## config.mk

```make
export PLATFORM = sky130hd
export DESIGN_NAME = trng_ctrl
export DESIGN_NICKNAME = d
export VERILOG_FILES = /design/src/rtl/trng_pkg.sv /design/src/rtl/trng_sync.sv /design/src/rtl/trng_ctrl.sv
export SDC_FILE = /design/constraint.sdc
export NUM_CORES = 1
export LEC_CHECK = 0
export BUFFER_PORTS_ARGS = -buffer_cell sky130_fd_sc_hd__buf_4
export CAP_MARGIN = 20
export CORE_MARGIN = 1
export CORE_UTILIZATION = 40
export CTS_BUF_LIST = sky130_fd_sc_hd__clkbuf_8
export DETAILED_ROUTE_END_ITERATION = 8
export PLACE_DENSITY = 0.63
export SYNTH_ARGS = -nofsm -noshare
export SYNTH_HDL_FRONTEND = slang
export SYNTH_SLANG_ARGS = --single-unit
```

## constraint.sdc

```tcl
create_clock -name clk -period 2.7 [get_ports clk]
set_input_delay 0.27 -clock clk [delete_from_list [all_inputs] [get_ports clk]]
set_output_delay 0.27 -clock clk [all_outputs]
set_load 0.02 [all_outputs]
```

## src/rtl/trng_pkg.sv

```systemverilog
// rtl/trng_pkg.sv - shared state encoding and default timing for the TRNG controller
package trng_pkg;

    localparam int WARMUP_CYCLES_DEF = 64;
    localparam int SAMPLE_DIV_DEF    = 8;
    localparam int REP_LIMIT_DEF     = 32;

    typedef enum logic [2:0] {
        ST_IDLE   = 3'd0,
        ST_WARMUP = 3'd1,
        ST_SAMPLE = 3'd2,
        ST_HOLD   = 3'd3,
        ST_ERROR  = 3'd4
    } trng_state_e;

endpackage

```

## src/rtl/trng_sync.sv

```systemverilog
// rtl/trng_sync.sv - two-flop synchronizer for the raw ring-oscillator bit
module trng_sync (
    input  logic clk,
    input  logic reset,
    input  logic d,
    output logic q
);
    logic ff1_q, ff1_d;
    logic ff2_q, ff2_d;

    always_comb begin
        ff1_d = d;
        ff2_d = ff1_q;
    end

    always_ff @(posedge clk) begin
        if (reset) begin
            ff1_q <= 1'b0;
            ff2_q <= 1'b0;
        end else begin
            ff1_q <= ff1_d;
            ff2_q <= ff2_d;
        end
    end

    assign q = ff2_q;

endmodule

```

## src/rtl/trng_ctrl.sv

```systemverilog
// rtl/trng_ctrl.sv - ring-oscillator TRNG: warm-up, von Neumann debias, word assembly, repetition test
module trng_ctrl
    import trng_pkg::*;
#(
    parameter int WARMUP_CYCLES = WARMUP_CYCLES_DEF,
    parameter int SAMPLE_DIV    = SAMPLE_DIV_DEF,
    parameter int REP_LIMIT     = REP_LIMIT_DEF
) (
    input  logic        clk,
    input  logic        reset,
    input  logic        enable,
    input  logic        ro_sample,
    output logic        ro_en,
    output logic [31:0] word_data,
    output logic        word_valid,
    input  logic        word_ready,
    output logic        busy,
    output logic        health_err
);
    localparam int WW = $clog2(WARMUP_CYCLES + 1);
    localparam int DW = $clog2(SAMPLE_DIV);
    localparam int RW = $clog2(REP_LIMIT + 1);

    trng_state_e   state_q, state_d;
    logic [WW-1:0] warm_q, warm_d;
    logic [DW-1:0] div_q, div_d;
    logic          pair_vld_q, pair_vld_d;
    logic          pair_bit_q, pair_bit_d;
    logic [31:0]   word_q, word_d;
    logic [5:0]    cnt_q, cnt_d;
    logic [RW-1:0] rep_q, rep_d;
    logic          last_q, last_d;
    logic [RW-1:0] rep_next;
    logic          raw_bit;

    trng_sync u_sync (
        .clk   (clk),
        .reset (reset),
        .d     (ro_sample),
        .q     (raw_bit)
    );

    always_comb begin
        state_d    = state_q;
        warm_d     = warm_q;
        div_d      = div_q;
        pair_vld_d = pair_vld_q;
        pair_bit_d = pair_bit_q;
        word_d     = word_q;
        cnt_d      = cnt_q;
        rep_d      = rep_q;
        last_d     = last_q;
        rep_next   = '0;
        case (state_q)
            ST_IDLE: begin
                if (enable) begin
                    state_d = ST_WARMUP;
                    warm_d  = '0;
                end
            end
            ST_WARMUP: begin
                if (!enable) begin
                    state_d = ST_IDLE;
                end else if (warm_q == WW'(WARMUP_CYCLES - 1)) begin
                    state_d    = ST_SAMPLE;
                    div_d      = '0;
                    pair_vld_d = 1'b0;
                    pair_bit_d = 1'b0;
                    cnt_d      = '0;
                    word_d     = '0;
                    rep_d      = '0;
                    last_d     = 1'b0;
                end else begin
                    warm_d = warm_q + WW'(1);
                end
            end
            ST_SAMPLE: begin
                if (!enable) begin
                    state_d = ST_IDLE;
                end else if (div_q != DW'(SAMPLE_DIV - 1)) begin
                    div_d = div_q + DW'(1);
                end else begin
                    div_d    = '0;
                    // rep_q == 0 marks "no previous sample yet"
                    rep_next = (rep_q != '0 && raw_bit == last_q) ? rep_q + RW'(1) : RW'(1);
                    rep_d    = rep_next;
                    last_d   = raw_bit;
                    if (!pair_vld_q) begin
                        pair_vld_d = 1'b1;
                        pair_bit_d = raw_bit;
                    end else begin
                        pair_vld_d = 1'b0;
                        pair_bit_d = 1'b0;
                        if (pair_bit_q != raw_bit) begin
                            word_d = {word_q[30:0], pair_bit_q};
                            cnt_d  = cnt_q + 6'd1;
                            if (cnt_q == 6'd31) state_d = ST_HOLD;
                        end
                    end
                    if (rep_next == RW'(REP_LIMIT)) state_d = ST_ERROR;
                end
            end
            ST_HOLD: begin
                if (!enable) begin
                    state_d = ST_IDLE;
                end else if (word_ready) begin
                    state_d = ST_SAMPLE;
                    cnt_d   = '0;
                    word_d  = '0;
                end
            end
            ST_ERROR: begin
                if (!enable) state_d = ST_IDLE;
            end
            default: state_d = ST_IDLE;
        endcase
        // abandoning a run drops any partial or pending word
        if (state_d == ST_IDLE || state_d == ST_ERROR) begin
            word_d     = '0;
            cnt_d      = '0;
            pair_vld_d = 1'b0;
            pair_bit_d = 1'b0;
        end
    end

    always_ff @(posedge clk) begin
        if (reset) begin
            state_q    <= ST_IDLE;
            warm_q     <= '0;
            div_q      <= '0;
            pair_vld_q <= 1'b0;
            pair_bit_q <= 1'b0;
            word_q     <= '0;
            cnt_q      <= '0;
            rep_q      <= '0;
            last_q     <= 1'b0;
        end else begin
            state_q    <= state_d;
            warm_q     <= warm_d;
            div_q      <= div_d;
            pair_vld_q <= pair_vld_d;
            pair_bit_q <= pair_bit_d;
            word_q     <= word_d;
            cnt_q      <= cnt_d;
            rep_q      <= rep_d;
            last_q     <= last_d;
        end
    end

    assign ro_en      = (state_q == ST_WARMUP) || (state_q == ST_SAMPLE) || (state_q == ST_HOLD);
    assign busy       = (state_q != ST_IDLE);
    assign word_valid = (state_q == ST_HOLD);
    assign word_data  = word_valid ? word_q : 32'd0;
    assign health_err = (state_q == ST_ERROR);

endmodule
```

After elaboration in Yosys (flattened, before gate mapping)
Index checks and enable logic that the tools add are counted.

Add/subtract/negate cells: 4. Equality and inequality tests: 21. Mux-type cells: 58. Reduce and logical (&&, ||, !) cells: 16.

Operators by type and width (number): 32-bit two-way mux (9); 32-bit one-hot mux with 3 select lines (1); 6-bit two-way mux (11); 3-bit two-way mux (16); 7-bit two-way mux (3); 2-bit inequality test, second input constant (9); 6-bit one-hot mux with 3 select lines (1); 3-bit one-hot mux with 5 select lines (1); 7-bit one-hot mux with 2 select lines (1); 6-bit by 1-bit adder with 6-bit output, second input constant (2); 6-bit one-hot mux with 2 select lines (1); 1-bit two-way mux (10); 9-bit AND reduction (1); 4-bit AND reduction (2); 7-bit by 1-bit adder with 7-bit output, second input constant (1); 7-bit by 6-bit == test with 1-bit output, second input constant (1); 3-bit by 2-bit == test with 1-bit output, second input constant (2); 3-bit == test, second input constant (2); 6-bit by 5-bit == test with 1-bit output, second input constant (1); 6-bit == test, second input constant (1); 3-bit logical NOT (2); 1-bit one-hot mux with 2 select lines (3); 3-bit one-hot mux with 2 select lines (1); 3-bit nonzero test (2); other kinds (12) (15).

Register bits after elaboration: 62. Bits of input ports: 5. Output and inout port bits: 36.

Logic depth before layout (Yosys ltp)
Gate-level depths: netlist of run 1.

Depth in word-level cells: 11. Depth in mapped cells: 9. Mapped depth without buffers: 7.

Cells and area by module
From an unflattened synthesis of run 1, not the netlist that was laid out.

Cell total of the unflattened synthesis: 406. Area total of the unflattened synthesis: 3622.2 um^2.

Modules (own cells, without submodules): trng_ctrl (times used 1, cells an instance 402, area each 3569.7 um^2, seq. area each 1201.2 um^2); trng_sync (times used 1, cells an instance 4, area each 52.6 um^2, seq. area each 40.0 um^2).

Worst setup path after synthesis of run 1
OpenSTA, ideal clock, no wires.

Path type: register -> register. Start: register rep_q[0]. End: register word_q[10]. Arrival: 1846 ps. Data required time: 2584 ps. Slack: 738 ps. Stages on the path, launching flop included: 10. Period minus slack after synthesis: 1962 ps. Cell sequence: dfxtp_1 > inv_1 > ha_1 > nand2b_1 > o21ai_0 > or2_2 > o41ai_2 > buf_2 > buf_4 > a21oi_1.

Cells in the longest elaborated chain, start to end: 11. Elaborated cells between the ends (all ways): 13.

Ends and longest elaborated chain: start, declared (line trng_ctrl.sv:31) `logic [RW-1:0] rep_q, rep_d;`; start signal, assigned (line trng_ctrl.sv:145) `rep_q <= rep_d;`; parallel branches: the longest is 2 deep, another holds 6-bit by 1-bit adder with 6-bit output; 6-bit two-way mux (*) (line trng_ctrl.sv:85) `rep_next = (rep_q != '0 && raw_bit == last_q) ? rep_q + RW'(1) : RW'(1);`; 6-bit == test (*) (line trng_ctrl.sv:100) `if (rep_next == RW'(REP_LIMIT)) state_d = ST_ERROR;`; 3-bit two-way mux (*) (line trng_ctrl.sv:100); 3-bit two-way mux (*) (line trng_ctrl.sv:80) `end else if (div_q != DW'(SAMPLE_DIV - 1)) begin`; 3-bit two-way mux (*) (line trng_ctrl.sv:78) `if (!enable) begin`; 3-bit one-hot mux with 5 select lines (*) (line trng_ctrl.sv:54) `case (state_q)`; 3-bit == test / 3-bit logical NOT (equally long branches) (line trng_ctrl.sv:118) `if (state_d == ST_IDLE || state_d == ST_ERROR) begin`; 1-bit logical OR (*) (line trng_ctrl.sv:118); 2-bit OR reduction (no source line) (*); end signal, assigned (line trng_ctrl.sv:143) `word_q <= word_d;`; end, declared (line trng_ctrl.sv:29) `logic [31:0] word_q, word_d;`.

Mark *: on every way between the ends. A chain may end at the register's enable or synchronous reset.

Final worst setup path of run 1
Start: register div_q[0]. End: register word_q[19].

Cells in the longest elaborated chain, start to end: 7. Elaborated cells between the ends (all ways): 10.

Ends and longest elaborated chain: start, declared (line trng_ctrl.sv:26) `logic [DW-1:0] div_q, div_d;`; start signal, assigned (line trng_ctrl.sv:140) `div_q <= div_d;`; 3-bit inequality test (*) (line trng_ctrl.sv:80); 3-bit two-way mux (line trng_ctrl.sv:80); 3-bit two-way mux (line trng_ctrl.sv:78); 3-bit one-hot mux with 5 select lines (line trng_ctrl.sv:54); 3-bit == test / 3-bit logical NOT (equally long branches) (line trng_ctrl.sv:118); 1-bit logical OR (line trng_ctrl.sv:118); 2-bit OR reduction (no source line).

Mark *: on every way between the ends. The rest lies on a longest branch, timed or not.

==> run_results.csv, run 1 <==
group,metric,value,unit
layout,area_growth_syn_to_layout,18.1,%
placement,dp_cells,542,
clock_network,clock-root-buffer,"clkbuf_8",
layout,diodes,0,
timing,fin_crit,2.37,ns
die,num_io_pins,41,
timing,worst_clock_skew,0.00813,ns
synthesis,ys_dominant_reg_cell,"dfxtp_1",
die,coreArea,0.00769,sq mm
die,fp.dieW,91.1,microns
synthesis,async_reset_ff_share,0,%
clock_network,cts_buffer_depth,2,
synthesis,synth.area.top_cells,"dfxtp_1 39%, nand2_1 11%, a21oi_1 7.7%, and2_1 6.3%, or2_0 4.9%",
detailed_routing,wl_per_cell,11.8,microns
status,outcome,"completed",
power,power_frac_seq,53.2,%
global_routing,grt_pass1_vias,2610,
timing,max_slew_margin,51.6,%
layout,drive_gt1_share,15.8,%
synthesis,syn_nets,426,
synthesis,synth-edff-count,0,
power,p_per_area,463,mW/mm^2
clock_network,clock_latency,0.34,ns
clock_network,clkTransAtPathRegs,0.07,ns
power,power_frac_clock,43.4,%
die,rows,32,
die,dieHeight,91.1,microns
synthesis,synthesis.area,0.00317,sq mm
synthesis,yosysSeqAreaShare,39.1,%
timing,rsz0062_at_grt,"false",
power,vdd_ir_drop_max,395,uV
synthesis,ys_warn_count,0,
power,combPwrFrac,3.5,%
timing,finalMaxSlewViolations,0,
worst_setup_path,start_kind,"register",
timing,timing.fmax,422,MHz
detailed_routing,totalWireLength,6590,microns
power,p_sw,0.000395,W
global_routing,antenna_found_initial,0,
power,p_sw_share,22.8,%
clock_network,h-tree-depth,3,
clock_network,cts-resized-gates,0,
clock_network,ctsHoldBuffers,0,
worst_setup_path,endpoint_kind,"register",
synthesis,synth_common_cells,"90 x nand2_1, 62 x dfxtp_1, 49 x a21oi_1, 32 x and2_1, 25 x or2_0",
timing,hold_ws,0.149,ns
worst_setup_path,criticalPathCategory,"register to register",
clock_network,postCtsSetupBuffers,0,
detailed_routing,routed_via_density,5.08,
placement,globalplace.congestion,0.861,
worst_setup_path,crit_path_max_fanout,31,
power,internal_power,0.00134,W
flow_run,drv_cap,0,
die,start_util,41.3,%
global_routing,overflow,0,
detailed_routing,num_vias,2836,
synthesis,synth.avg_cell_area,7.65,sq um
layout,stdcell_count,558,
global_routing,grt_pass1_wl,11800,microns
global_routing,grt_max_degree,40,
timing,tns,0,ns
placement,io_buffer_count,40,
detailed_routing,ant_nets,0,
synthesis,synth.distinct_cells,48,
global_routing,grt_usage,17.5,%
detailed_routing,drc,0,
clock_network,tritoncts,"yes",
timing,worstMarginPinSlew,0.716,ns
synthesis,synth_top_area_share,39.1,%
clock_network,cts_buffers,9,
clock_network,cts.sinks,62,
synthesis,synth_area_leader_cell,"dfxtp_1",
worst_setup_path,crit_required,2.97,ns
detailed_routing,drtIter0Drc,179,
min_path,hp-class,"primary input to register",
synthesis,synthCells,415,
synthesis,ys_seq_elements,62,
synthesis,synth.most_common_cell,"nand2_1",
detailed_routing,drt-pass1-iter-count,4,
layout,nNetsFinal,462,
power,power,0.00173,W
worst_setup_path,arrival,2.63,ns
timing,hold_viol_final,0,
die,die-area,0.00829,sq mm
timing,setup_viol,0,
placement,hpwl,4420,microns
power,leakage,1.32,nW
timing,layout_worst_path_cycle_share,87.7,%
registers in the layout, summed over array words and instances (netlist names):
name and cells:
u_sync.ff1_q 1, warm_q 7, word_q 32, state_q 3, rep_q 6, pair_bit_q 1
pair_vld_q 1, div_q 3, last_q 1, u_sync.q 1, cnt_q 6
final cells by class:
type | count | area, sq um
sequential | 62 | 1240
inverter | 5 | 18.8
clock buffer | 12 | 165
multi-input combinational | 324 | 1790
timing repair buffer | 49 | 380
tap | 102 | 128
fill | 772 | 3940
clock inverter | 4 | 21.3
critical path, stage by stage, from the launching register on:
cell     delay (ns)
dfxtp_1        0.34
ha_1           0.15
ha_1           0.20
nand2_1        0.09
a211o_1        0.36
a221o_2        0.53
buf_4          0.26
or2_0          0.22
a21oi_1        0.16
per-layer routing:
metal / vias up / global-route usage (%) / wire, microns
met1: 1303 / 21.9 / 3210
li1: 1478 / - / -
met4: 0 / 8.07 / 103
met3: 7 / 4.44 / 235
met2: 48 / 28.3 / 3040
met5: - / 0 / 0
final timing paths:
| kind | start | end | slack, ns | cells past startpoint |
|---|---|---|---|---|
| worst max-delay path | div_q[0]$_SDFFE_PP0P_ | word_q[19]$_SDFFE_PP0P_ | 0.33 | 8 |
| worst min-delay path | ro_sample | u_sync.ff1_q$_SDFF_PP0_ | 0.15 | 2 |
| worst max register to register | div_q[0]$_SDFFE_PP0P_ | word_q[19]$_SDFFE_PP0P_ | 0.33 | 8 |
| worst min register to register | u_sync.ff1_q$_SDFF_PP0_ | u_sync.q$_SDFF_PP0_ | 0.44 | 1 |
kinds of logic (layout without fill, tap and decap cells):
kind of cell | after synthesis | count (layout) | synth area share, %
and+or+nand+nor | 232 | 232 | 37.2
AOI/OAI and AO/OA | 81 | 81 | 14.8
DFF | 62 | 62 | 39.1
buffers and inverters | 29 | 70 | 5.01
adders and majority gates | 6 | 6 | 2.37
xor gates and xnor gates | 4 | 4 | 1.10
muxes | 1 | 1 | 0.355
cells in the final DEF (no fill, tap or decap), types with 2 or more instances in the layout:
cell type,count
clkinv_2,2
and2_1,32
nand2b_1,4
or2_2,2
nor2b_1,4
buf_4,48
o21a_1,2
or4_1,2
nand4_1,4
xnor2_1,2
nor3_1,5
xor2_1,2
or2_0,25
nand4b_1,3
or3_1,6
o21ai_0,12
nor2_1,21
a31oi_1,3
o22ai_1,2
nor4b_1,3
nand2_1,90
a21oi_1,49
a211o_1,2
and3_1,2
inv_1,6
or2_1,7
o211ai_1,2
dfxtp_1,62
nand3_1,15
nor4_1,2
ha_1,6
clkbuf_8,12
through the flow:
step	setup slack, ns	area, sq um	utilization [%]
CTS	0.312	3750	48.7
global placement	0.408	3560	46.3
global route	0.142	3750	48.7
floorplan	0.738	3170	-
detailed placement	0.331	3560	46.3
finish	0.333	3750	48.7
power by group through the flow:
stage | clock network, W | registers (W) | logic [W]
6_report | 0.000752 | 0.000921 | 0.0000599
5_1_grt | 0.000815 | 0.000921 | 0.0000670
4_1_cts | 0.000781 | 0.000921 | 0.0000603
3_5_place_dp | 0 | 0.000942 | 0.0000600
3_3_place_gp | 0 | 0.000942 | 0.0000594
2_1_floorplan | 0 | 0.000939 | 0.0000460
(Power assumes the default switching activity.)
==> inputs of run 2 (changes only) <==
--- a/config.mk
+++ b/config.mk
@@ -11,7 +11,6 @@
 export CORE_UTILIZATION = 40
 export CTS_BUF_LIST = sky130_fd_sc_hd__clkbuf_8
 export DETAILED_ROUTE_END_ITERATION = 8
-export PLACE_DENSITY = 0.63
 export SYNTH_ARGS = -nofsm -noshare
 export SYNTH_HDL_FRONTEND = slang
 export SYNTH_SLANG_ARGS = --single-unit
==> run_results.csv, run 2 (synthesis results as in run 1) <==
group,metric,value,unit
global_routing,grt_usage,17.4,%
layout,stdcell_count,556,
die,start_util,41.3,%
clock_network,h-tree-depth,3,
layout,largest_register,"word_q",
global_routing,grt_busiest_layer,"met2",
clock_network,tritoncts,"yes",
clock_network,clkTransAtPathRegs,0.06,ns
timing,timing.fmax,423,MHz
layout,fillers,783,
detailed_routing,ant_nets,0,
worst_setup_path,criticalPathCategory,"register to register",
power,vdd_ir_drop_max,270,uV
timing,tns,0,ns
layout,regArea,0.00124,sq mm
timing,worst_clock_skew,0.00717,ns
placement,io_buffer_count,40,
global_routing,grt_pass1_wl,11800,microns
detailed_routing,routed_via_density,5.03,
detailed_routing,wl_per_cell,12.1,microns
detailed_routing,drc,0,
flow_run,drv_cap,0,
clock_network,postCtsSetupBuffers,0,
worst_setup_path,arrival,2.64,ns
die,rows,32,
die,die-area,0.00829,sq mm
layout,reg_top3,"word_q (32), warm_q (7)",
global_routing,grt_util_met1,22.4,%
status,outcome,"completed",
global_routing,use_met3,4.86,%
timing,finalWorstSetupSlack,0.334,ns
timing,fin_crit,2.37,ns
timing,worstMarginPinSlew,0.637,ns
global_routing,grt_pass1_vias,2576,
timing,finalMaxSlewViolations,0,
layout,final_common_cell,"nand2_1",
worst_setup_path,start_kind,"register",
global_routing,overflow,0,
layout,utilization,48.8,%
timing,hold_viol_final,0,
worst_setup_path,endpoint_kind,"register",
layout,multiInputGateArea,0.00179,sq mm
layout,area_growth_syn_to_layout,18.3,%
layout,nNetsFinal,461,
detailed_routing,totalWireLength,6720,microns
layout,final_cell_mix,"90 x nand2_1, 62 x dfxtp_1, 49 x a21oi_1, 46 x buf_4, 32 x and2_1",
placement,hpwl,4390,microns
placement,dp_cells,541,
timing,setup_viol,0,
clock_network,cts.sinks,62,
timing,layout_worst_path_cycle_share,87.6,%
worst_setup_path,crit_required,2.97,ns
timing,max_slew_margin,57.4,%
global_routing,grt_max_degree,50,
clock_network,cts-resized-gates,0,
clock_network,ctsHoldBuffers,0,
clock_network,cts_buffer_depth,2,
timing,hold_ws,0.143,ns
placement,globalplace.congestion,0.821,
power,p_per_area,472,mW/mm^2
die,fp.dieW,91.1,microns
detailed_routing,num_vias,2798,
layout,largest_reg_flops,32,
detailed_routing,drtIter0Drc,203,
placement,pre_cts_ws,0.351,ns
clock_network,cts_buffers,9,
worst_setup_path,crit_path_max_fanout,49,
die,num_io_pins,41,
die,dieHeight,91.1,microns
clock_network,clock-root-buffer,"clkbuf_8",
detailed_routing,drt-pass1-iter-count,4,
global_routing,use_met2,27.4,%
clock_network,clock_latency,0.34,ns
power,leakage,1.32,nW
layout,drive_gt1_share,15.4,%
timing,rsz0062_at_grt,"false",
global_routing,antenna_found_initial,0,
die,coreArea,0.00769,sq mm
layout,diodes,0,
min_path,hp-class,"primary input to register",
run 2: cell types whose count changed in the layout (fill, tap and decap cells not counted):
cell / delta
clkbuf_8: -2
bufinv_16: +1
buf_4: -2
buf_12: +1
run 2: path summary, 6_finish.rpt:
kind | slack (ns) | end | from | cells after the start
min | 0.14 | u_sync.ff1_q$_SDFF_PP0_ | ro_sample | 2
max | 0.33 | word_q[22]$_SDFFE_PP0P_ | div_q[0]$_SDFFE_PP0P_ | 8
max reg2reg | 0.33 | word_q[22]$_SDFFE_PP0P_ | div_q[0]$_SDFFE_PP0P_ | 8
min reg2reg | 0.45 | u_sync.q$_SDFF_PP0_ | u_sync.ff1_q$_SDFF_PP0_ | 1
run 2: per-layer routing:
metal,share of wire (%),vias to the layer above
met5,0,-
met4,1.7,0
met3,3.2,13
met2,45,39
met1,50,1265
li1,-,1481
run 2: report_power, final:
| group | leakage, nW | switching [W] | internal, W |
|---|---|---|---|
| Sequential | 0.500 | 0.00000467 | 0.000917 |
| Clock | 0.0993 | 0.000350 | 0.000439 |
| Combinational | 0.723 | 0.0000404 | 0.0000202 |
| Total | 1.32 | 0.000395 | 0.00138 |
run 2: area by class of cell:
| class | count | area share [%] |
|---|---|---|
| Clock buffer | 10 | 3.67 |
| Tap cell | 102 | 3.40 |
| Multi-Input combinational cell | 324 | 47.7 |
| Clock inverter | 5 | 1.37 |
| Inverter | 5 | 0.500 |
| Timing Repair Buffer | 48 | 10.3 |
| Sequential cell | 62 | 33.1 |
run 2: stage by stage:
stage               instance area, sq um  total power (W)
global placement                    3560          0.00100
global route                        3750          0.00185
floorplan                           3170         0.000986
detailed placement                  3560          0.00100
finish                              3750          0.00177
CTS                                 3750          0.00180
run 2: worst max-delay path, cell delays in order (launching register included):
cell and delay, ns:
dfxtp_1 0.35, ha_1 0.16, ha_1 0.20, nand2_1 0.10
a211o_1 0.36, a221o_2 0.49, buf_12 0.24, or2_0 0.25
a21oi_1 0.14
==> inputs of run 3 (changes only) <==
==> constraint.sdc (replaced) <==
create_clock -name clk -period 2.6 [get_ports clk]
set_input_delay 0.26 -clock clk [delete_from_list [all_inputs] [get_ports clk]]
set_output_delay 0.26 -clock clk [all_outputs]
set_load 0.02 [all_outputs]
==> run_results.csv, run 3 (synthesis results as in run 1) <==
group,metric,value,unit
timing,max_slew_margin,58.5,%
layout,largest_register,"word_q",
detailed_routing,drt-pass1-iter-count,4,
clock_network,clock_latency,0.34,ns
worst_setup_path,criticalPathCategory,"register to register",
timing,timing.fmax,434,MHz
clock_network,cts.sinks,62,
clock_network,postCtsSetupBuffers,0,
layout,largest_reg_flops,32,
die,dieHeight,91.1,microns
timing,finalMaxSlewViolations,0,
clock_network,cts_buffer_depth,2,
global_routing,overflow,0,
clock_network,h-tree-depth,3,
min_path,hp-class,"primary input to register",
min_path,holdPathStages,2,
timing,worst_clock_skew,0.00912,ns
worst_setup_path,ff2ff_path_depth,8,
power,p_per_area,494,mW/mm^2
timing,rsz0062_at_grt,"false",
global_routing,grt_usage,17.1,%
worst_setup_path,cp_common_cell,"ha_1",
clock_network,tritoncts,"yes",
timing,layout_worst_path_cycle_share,88.7,%
timing,hold_viol_final,0,
detailed_routing,wl_per_cell,12.1,microns
layout,reg_top3,"word_q (32), warm_q (7)",
die,fp.dieW,91.1,microns
clock_network,clock-root-buffer,"clkbuf_8",
flow_run,drv_cap,0,
global_routing,antenna_found_initial,0,
layout,nNetsFinal,463,
timing,worstMarginPinSlew,0.620,ns
layout,area_growth_syn_to_layout,19.0,%
die,start_util,41.3,%
detailed_routing,routed_via_density,5.05,
worst_setup_path,crit_required,2.87,ns
clock_network,ctsHoldBuffers,0,
status,outcome,"completed",
clock_network,cts_buffers,9,
layout,drive_gt1_share,16.2,%
layout,diodes,0,
worst_setup_path,critPathMaxStageDelay,0.48,ns
clock_network,clkTransAtPathRegs,0.08,ns
placement,globalplace.congestion,0.862,
die,coreArea,0.00769,sq mm
power,leakage,1.33,nW
worst_setup_path,start_kind,"register",
die,rows,32,
worst_setup_path,slowest_stage,"a221o_2",
layout,final_cell_mix,"90 x nand2_1, 62 x dfxtp_1, 49 x a21oi_1, 48 x buf_4, 32 x and2_1",
die,die-area,0.00829,sq mm
power,vdd_ir_drop_max,228,uV
global_routing,grt_max_degree,40,
timing,tns,0,ns
timing,setup_viol,0,
worst_setup_path,crit_path_max_fanout,32,
worst_setup_path,worstPathCellList,"ha_1 -> ha_1 -> nand2_1 -> a211o_1 -> a221o_2 -> buf_12 -> or2_0 -> a21oi_1",
detailed_routing,num_vias,2824,
timing,fin_crit,2.31,ns
detailed_routing,totalWireLength,6760,microns
clock_network,cts-resized-gates,0,
detailed_routing,drtIter0Drc,175,
layout,final_common_cell,"nand2_1",
detailed_routing,drc,0,
placement,io_buffer_count,40,
placement,hpwl,4570,microns
global_routing,grt_pass1_vias,2541,
worst_setup_path,arrival,2.58,ns
placement,postPlaceCellArea,0.00358,sq mm
detailed_routing,ant_nets,0,
layout,final_area,0.00378,sq mm
die,num_io_pins,41,
worst_setup_path,endpoint_kind,"register",
global_routing,grt_pass1_wl,11500,microns
==> run 3: cell types whose count changed in the layout (fill, tap and decap cells not counted), sizes merged <==
cell / previous run / this run
buf: 48 / 50
clkinv: 2 / 4
clkbuf: 10 / 9
==> run 3: per-stage QoR <==
step / hold WS, ns / total power (W) / cells / setup slack (ns) / utilization [%]
floorplan: 0.332 / 0.00102 / 415 / 0.638 / -
global placement: 0.419 / 0.00104 / 543 / 0.391 / 46.6
detailed placement: 0.425 / 0.00104 / 543 / 0.288 / 46.6
CTS: 0.123 / 0.00189 / 559 / 0.281 / 49.1
global route: 0.128 / 0.00194 / 559 / 0.138 / 49.1
finish: 0.147 / 0.00187 / 559 / 0.293 / 49.1
==> run 3: power by group <==
part           switching (W)  internal (W)  total [W]
combinational      0.0000426     0.0000223  0.0000648
sequential        0.00000467      0.000952   0.000957
clock               0.000399      0.000445   0.000844
total               0.000446       0.00142    0.00187
==> run 3: worst max-delay path: cells and delay by family, from the launching register on <==
kind                     cells  cell delay, ns
AND/OR/NAND/NOR              2            0.32
flip-flops                   1            0.34
buffers and inverters        1            0.23
AO/OA/AOI/OAI                3            1.00
adder cells (fa/ha/maj)      2            0.35
==> run 3: layout make-up <==
| type | count | area (sq um) |
|---|---|---|
| inverter | 5 | 18.8 |
| clock buffer | 9 | 124 |
| sequential | 62 | 1240 |
| clock inverter | 7 | 73.8 |
| timing repair buffer | 50 | 400 |
| multi-input combinational | 324 | 1790 |
| tap | 102 | 128 |
| fill | 804 | 3910 |
==> run 3: routing by layer <==
layer	global-route usage (%)	vias to the layer above	routed length, microns
li1	-	1479	-
met1	22.6	1286	3400
met2	26.2	47	3000
met3	3.02	12	236
met4	9.39	0	117
met5	0	-	0
==> run 3: path summary, 6_finish.rpt <==
check	from	endpoint	slack, ns
min	ro_sample	u_sync.ff1_q$_SDFF_PP0_	0.15
max reg2reg	div_q[0]$_SDFFE_PP0P_	word_q[10]$_SDFFE_PP0P_	0.29
max	div_q[0]$_SDFFE_PP0P_	word_q[10]$_SDFFE_PP0P_	0.29
min reg2reg	u_sync.ff1_q$_SDFF_PP0_	u_sync.q$_SDFF_PP0_	0.44
